## src/rtl/imem_port_arbiter.sv

```systemverilog
// Two-requester arbiter for the single-read-port instruction memory.
// CPU fetch has priority. A starvation counter force-grants a waiting debug reader.
module imem_port_arbiter #(
   parameter int unsigned ADDR_W       = 7,
   parameter int unsigned STARVE_LIMIT = 8,
   parameter logic [31:0] NOP_INSTR    = 32'h0000_0013
) (
   input  logic              clk,
   input  logic              rst_n,
   input  logic              cpu_req_valid,
   input  logic [31:0]       cpu_req_addr,
   output logic              cpu_req_ready,
   output logic              cpu_rsp_valid,
   output logic [31:0]       cpu_rsp_data,
   output logic              cpu_rsp_err,
   input  logic              dbg_req_valid,
   input  logic [ADDR_W-1:0] dbg_req_addr,
   output logic              dbg_req_ready,
   output logic              dbg_rsp_valid,
   output logic [31:0]       dbg_rsp_data,
   output logic              mem_en,
   output logic [ADDR_W-1:0] mem_addr,
   input  logic [31:0]       mem_rdata
);

   localparam int unsigned CNT_W  = 8;
   localparam int unsigned WORD_LO = 2;
   localparam int unsigned WORD_HI = ADDR_W + 1;
   localparam int unsigned TAG_LO  = ADDR_W + 2;
   localparam logic [CNT_W-1:0] LIMIT = CNT_W'(STARVE_LIMIT);

   typedef enum logic [1:0] {
      P_NONE    = 2'd0,
      P_CPU     = 2'd1,
      P_CPU_OOR = 2'd2,
      P_DBG     = 2'd3
   } pend_e;

   pend_e             state;
   pend_e             state_nxt;
   logic [CNT_W-1:0]  starve_cnt;
   logic [CNT_W-1:0]  starve_cnt_nxt;
   logic              cpu_err_q;
   logic              cpu_err_nxt;
   logic [31:0]       cpu_data_q;
   logic [31:0]       dbg_data_q;

   logic              force_dbg;
   logic              grant_dbg;
   logic              grant_cpu;
   logic              cpu_oor;
   logic              cpu_mis;

   // Grant decision; nothing is granted while reset is held.
   always_comb begin
      force_dbg = (starve_cnt == LIMIT);
      cpu_oor   = |cpu_req_addr[31:TAG_LO];
      cpu_mis   = |cpu_req_addr[WORD_LO-1:0];
      grant_dbg = rst_n && dbg_req_valid && (force_dbg || !cpu_req_valid);
      grant_cpu = rst_n && cpu_req_valid && !grant_dbg;
   end

   // Handshake and memory drive follow the grant in the same cycle.
   always_comb begin
      cpu_req_ready = grant_cpu;
      dbg_req_ready = grant_dbg;
      mem_en        = grant_dbg || (grant_cpu && !cpu_oor);
      mem_addr      = '0;
      if (grant_dbg) begin
         mem_addr = dbg_req_addr;
      end else if (grant_cpu) begin
         mem_addr = cpu_req_addr[WORD_HI:WORD_LO];
      end
   end

   // Pending-response state, starvation counter and error flag.
   always_ff @(posedge clk or negedge rst_n) begin
      if (!rst_n) begin
         state      <= P_NONE;
         starve_cnt <= '0;
         cpu_err_q  <= 1'b0;
      end else begin
         state      <= state_nxt;
         starve_cnt <= starve_cnt_nxt;
         cpu_err_q  <= cpu_err_nxt;
      end
   end

   always_comb begin
      state_nxt      = P_NONE;
      cpu_err_nxt    = 1'b0;
      starve_cnt_nxt = starve_cnt;
      if (grant_dbg) begin
         state_nxt = P_DBG;
      end else if (grant_cpu) begin
         state_nxt   = cpu_oor ? P_CPU_OOR : P_CPU;
         cpu_err_nxt = cpu_oor | cpu_mis;
      end
      if (!dbg_req_valid || grant_dbg) begin
         starve_cnt_nxt = '0;
      end else if (starve_cnt != LIMIT) begin
         starve_cnt_nxt = starve_cnt + CNT_W'(1);
      end
   end

   // Response outputs; data shows the memory word in the response cycle, else the last value.
   always_comb begin
      cpu_rsp_valid = 1'b0;
      dbg_rsp_valid = 1'b0;
      cpu_rsp_data  = cpu_data_q;
      dbg_rsp_data  = dbg_data_q;
      cpu_rsp_err   = cpu_err_q;
      unique case (state)
         P_CPU: begin
            cpu_rsp_valid = 1'b1;
            cpu_rsp_data  = mem_rdata;
         end
         P_CPU_OOR: begin
            cpu_rsp_valid = 1'b1;
            cpu_rsp_data  = NOP_INSTR;
         end
         P_DBG: begin
            dbg_rsp_valid = 1'b1;
            dbg_rsp_data  = mem_rdata;
         end
         default: begin
            cpu_rsp_valid = 1'b0;
         end
      endcase
   end

   // Capture delivered data so it holds once the valid pulse ends.
   always_ff @(posedge clk or negedge rst_n) begin
      if (!rst_n) begin
         cpu_data_q <= '0;
         dbg_data_q <= '0;
      end else begin
         if (cpu_rsp_valid) begin
            cpu_data_q <= cpu_rsp_data;
         end
         if (dbg_rsp_valid) begin
            dbg_data_q <= dbg_rsp_data;
         end
      end
   end

   a_one_ready: assert property (@(posedge clk) disable iff (!rst_n)
      !(cpu_req_ready && dbg_req_ready));

   a_rsp_exclusive: assert property (@(posedge clk) disable iff (!rst_n)
      !(cpu_rsp_valid && dbg_rsp_valid));

endmodule

```

## config.mk

```make
export PLATFORM = sky130hd
export DESIGN_NAME = imem_port_arbiter
export DESIGN_NICKNAME = d
export VERILOG_FILES = /design/src/rtl/imem_port_arbiter.sv
export SDC_FILE = /design/constraint.sdc
export NUM_CORES = 1
export LEC_CHECK = 0
export ABC_AREA = 1
export BUFFER_PORTS_ARGS = -buffer_cell sky130_fd_sc_hd__buf_2
export CAP_MARGIN = 25
export CORE_MARGIN = 3
export CORE_UTILIZATION = 35
export CTS_BUF_LIST = sky130_fd_sc_hd__clkbuf_4 sky130_fd_sc_hd__clkbuf_8
export DETAILED_ROUTE_END_ITERATION = 7
export GPL_TIMING_DRIVEN = 0
export PLACE_DENSITY_LB_ADDON = 0.3
export RECOVER_POWER = 25
export SYNTH_ARGS = -nofsm -noshare
export SYNTH_HDL_FRONTEND = slang
export SYNTH_SLANG_ARGS = --single-unit
```

## constraint.sdc

```tcl
create_clock -name clk -period 1.8 [get_ports clk]
set_clock_uncertainty 0.15 [all_clocks]
set_input_delay 0.36 -clock clk [delete_from_list [all_inputs] [get_ports clk]]
set_output_delay 0.36 -clock clk [all_outputs]
set_load 0.01 [all_outputs]
```

==> summary.md <==
| Metric | Value |
|---|---|
| Predominant post-synthesis flop cell | dfrtp_1 |
| Worst skew pair latency | 0.34 ns |
| Row count | 37 |
| Area leader, netlist | dfrtp_1 |
| Mapped Cells | 397 |
| Layout cell share with drive strength beyond 1 | 54.2% |
| Failing checks | setup timing |
| M1 WL | 4490 um |
| Post-synthesis sequential area ratio | 50.0% |
| Initial DRC count | 107 |
| Status | finished with violations |
| Clock Pin Slew Worst Setup and Hold Paths | 0.08 ns |
| Total CTS buffers | 9 |
| Setup WS pre-CTS | -0.530 ns |
| Die Width | 110 um |
| Sink Count | 75 |
| Dpl hpwl | 7380 um |
| Worst hold-check path type | in -> reg |
| Die Height | 110 um |
| Kind of critical path | reg -> out |
| Met2 wire length | 5250 um |
| Antenna violations before repair | 0 |
| GP Congestion | 0.853 |
| Area grow syn2layout | 54.6% |
| Slew Viols, Final | 0 |
| Mapped Nets | 477 |
| CP top delay family | simple AND/OR/NAND/NOR gates |
| Final core utilization | 55.9% |
| R2r setup slk | 0.08 ns |
| Setup repair after global routing missed its margin | true |
| Fill count | 931 |
| Initial Utilization | 36.2% |
| First drt pass iteration count | 6 |
| Average wire per standard cell | 14.8 um |
| Yosys cell types | 23 |
| Period minus WS final | 2.25 ns |
| Final Cycle Share | 125% |
| Max VDD drop | 0.000419 V |
| EDFF count, synth | 0 |
| CP Capture Type | primary output |
| Critical path arrival | 1.74 ns |
| Final instance area | 0.00580 sq mm |
| GRT Util Overall | 18.0% |
| Critical Path, Cell by Cell | nor2_1 > nand2_2 > o21ai_4 > nand2_4 > buf_6 > nand3_2 > nand2_1 > buf_2 |
| WP buf/inv | 2 |
| Bufs on Longest Clock Path | 2 |
| Crit-path max cell delay | 0.42 ns |
| Post-Route WL | 10700 um |
| Setup violations, final | 75 |
| Synth warn | 0 |
| DR WL met3 | 847 um |
| Pwr Density | 865 mW/mm^2 |
| CTS root buf | clkbuf_8 |
| Layout Nets | 662 |
| Synth async-reset ratio | 100% |
| Static Leak | 3.15 nW |
| Synth area leaders | dfrtp_1 (50%), mux2_2 (19%), nand2_1 (12%) |
| Top cell type's share of synthesized area | 50.0% |
| Mean Syn Cell Area | 9.45 sq um |
| Number of routed nets with antenna violations | 0 |
| Setup crit start kind | flip-flop |
| TritonCTS clock tree | done |
| Crit path required time | 1.29 ns |
| Core outline area | 0.0104 sq mm |
| DRC viols | 0 |
| Flops & latches, synth | 75 |
| First-pass GRT wire length | 16600 um |
| Largest net degree at the start of global routing | 52 |
| Max Cap Viol | 0 |
| Worst-margin pin slew | 0.700 ns |
| Die ar. | 0.0120 sq mm |
| Synthesized area | 0.00375 sq mm |
| DR vias/cell | 4.77 |
| Slew margin rel. | 53.4% |
| Top layer in use | met4 |
| Htree depth | 3 |
| Vias in the first global route | 3434 |
| Setup ws final | -0.452 ns |
| Critical Path Fanout Max | 5 |
| Final setup TNS | -30.30 ns |
| DR vias | 3449 |
| Antenna Cells | 0 |
| Port Buf Inserts | 151 |
| Slowest cell on crit path | dfrtp_1 |
| Max Fclk | 444 MHz |
| IO Pins | 152 |
| Global route total overflow | 0 |
| Hold Fails Final Rpt | 0 |
| Placed instance area | 0.00472 sq mm |
-- state kept, by name, indices dropped and copies added, names as in the netlist --
signal,flops
dbg_data_q,32
state,2
starve_cnt,8
cpu_rsp_err,1
cpu_data_q,32
-- cells in the final DEF, fill, tap and decap left out, drive strengths merged, types with 2 or more instances in the layout --
master,synthesis,layout
clkbuf,5,14
mux2,64,64
o21ai,2,2
inv,17,18
dfrtp,75,75
buf,12,186
ha,5,5
nor2,33,33
clkinv,1,4
xor2,3,3
nand3,47,47
a21oi,6,6
nand2,122,122
-- worst register-to-register path, stage by stage (launching register included) --
cell	delay, ns
dfrtp_1	0.39
ha_2	0.21
buf_8	0.15
buf_4	0.13
buf_4	0.21
mux2_2	0.36
-- synthesized netlist by cell type (3+ instances only) --
cell / count
inv_1: 17
clkbuf_1: 5
ha_1: 5
mux2_2: 64
buf_2: 8
dfrtp_1: 75
nand2_1: 121
xor2_1: 3
nor2_1: 33
a21oi_1: 6
nand3_1: 46
buf_1: 3
-- report_power, final --
group	internal [mW]	total, mW	switching, mW
clock	0.659	1.30	0.645
combinational	0.982	1.68	0.695
sequential	1.92	2.03	0.112
total	3.56	5.01	1.45
-- metrics by stage --
stage	hold WS [ns]	power (mW)	std cells
global route	0.116	5.29	723
detailed placement	0.163	3.23	685
finish	0.127	5.01	723
global placement	0.307	3.18	684
floorplan	-0.0856	2.71	397
CTS	0.109	5.00	720
-- what timing repair did --
item                                    in CTS  in global routing
cloned                                       3                  0
hold buffers                                 2                  0
pin swaps                                   11                 10
endpoints found under the hold margin       24                  0
setup buffers                               14                  4
endpoints found under the setup margin      95                 85
gates resized for setup                    132                 42
-- per-layer routing --
layer | up-vias | track usage (%)
met2 | 131 | 31.3
met5 | - | 0
met3 | 13 | 4.93
li1 | 1671 | -
met4 | 0 | 5.43
met1 | 1634 | 21.7
-- cells by family after synthesis --
family | after synthesis | synth area share, %
AOI/OAI and AO/OA | 9 | 1.60
xor gates and xnor gates | 4 | 0.934
adders and majority gates | 5 | 1.67
buffers and inverters | 35 | 3.97
DFF | 75 | 50.0
muxes | 64 | 19.2
and+or+nand+nor | 205 | 22.6
-- final cells by class --
class	count	area (sq um)	area share [%]
repair buffers	175	1190	20.6
well taps	136	170	2.93
clock buffers	10	131	2.27
inverters	18	75.1	1.29
multi-input cells	287	2050	35.3
clock inverters	6	65.1	1.12
plain buffers	16	238	4.10
flip-flops and latches	75	1880	32.4
-- final timing paths --
kind | from | end | cells after the start
worst max register to register | state[0] | dbg_data_q[10] | 5
max in group asynchronous | rst_n | starve_cnt[0] | 3
worst max-delay path | starve_cnt[6] | mem_addr[6] | 8
worst min-delay path | mem_rdata[14] | dbg_data_q[14] | 2
worst min register to register | cpu_data_q[30] | cpu_data_q[30] | 2
min in group asynchronous | rst_n | dbg_data_q[30] | 3
Power figures use the tool's default switching activity.
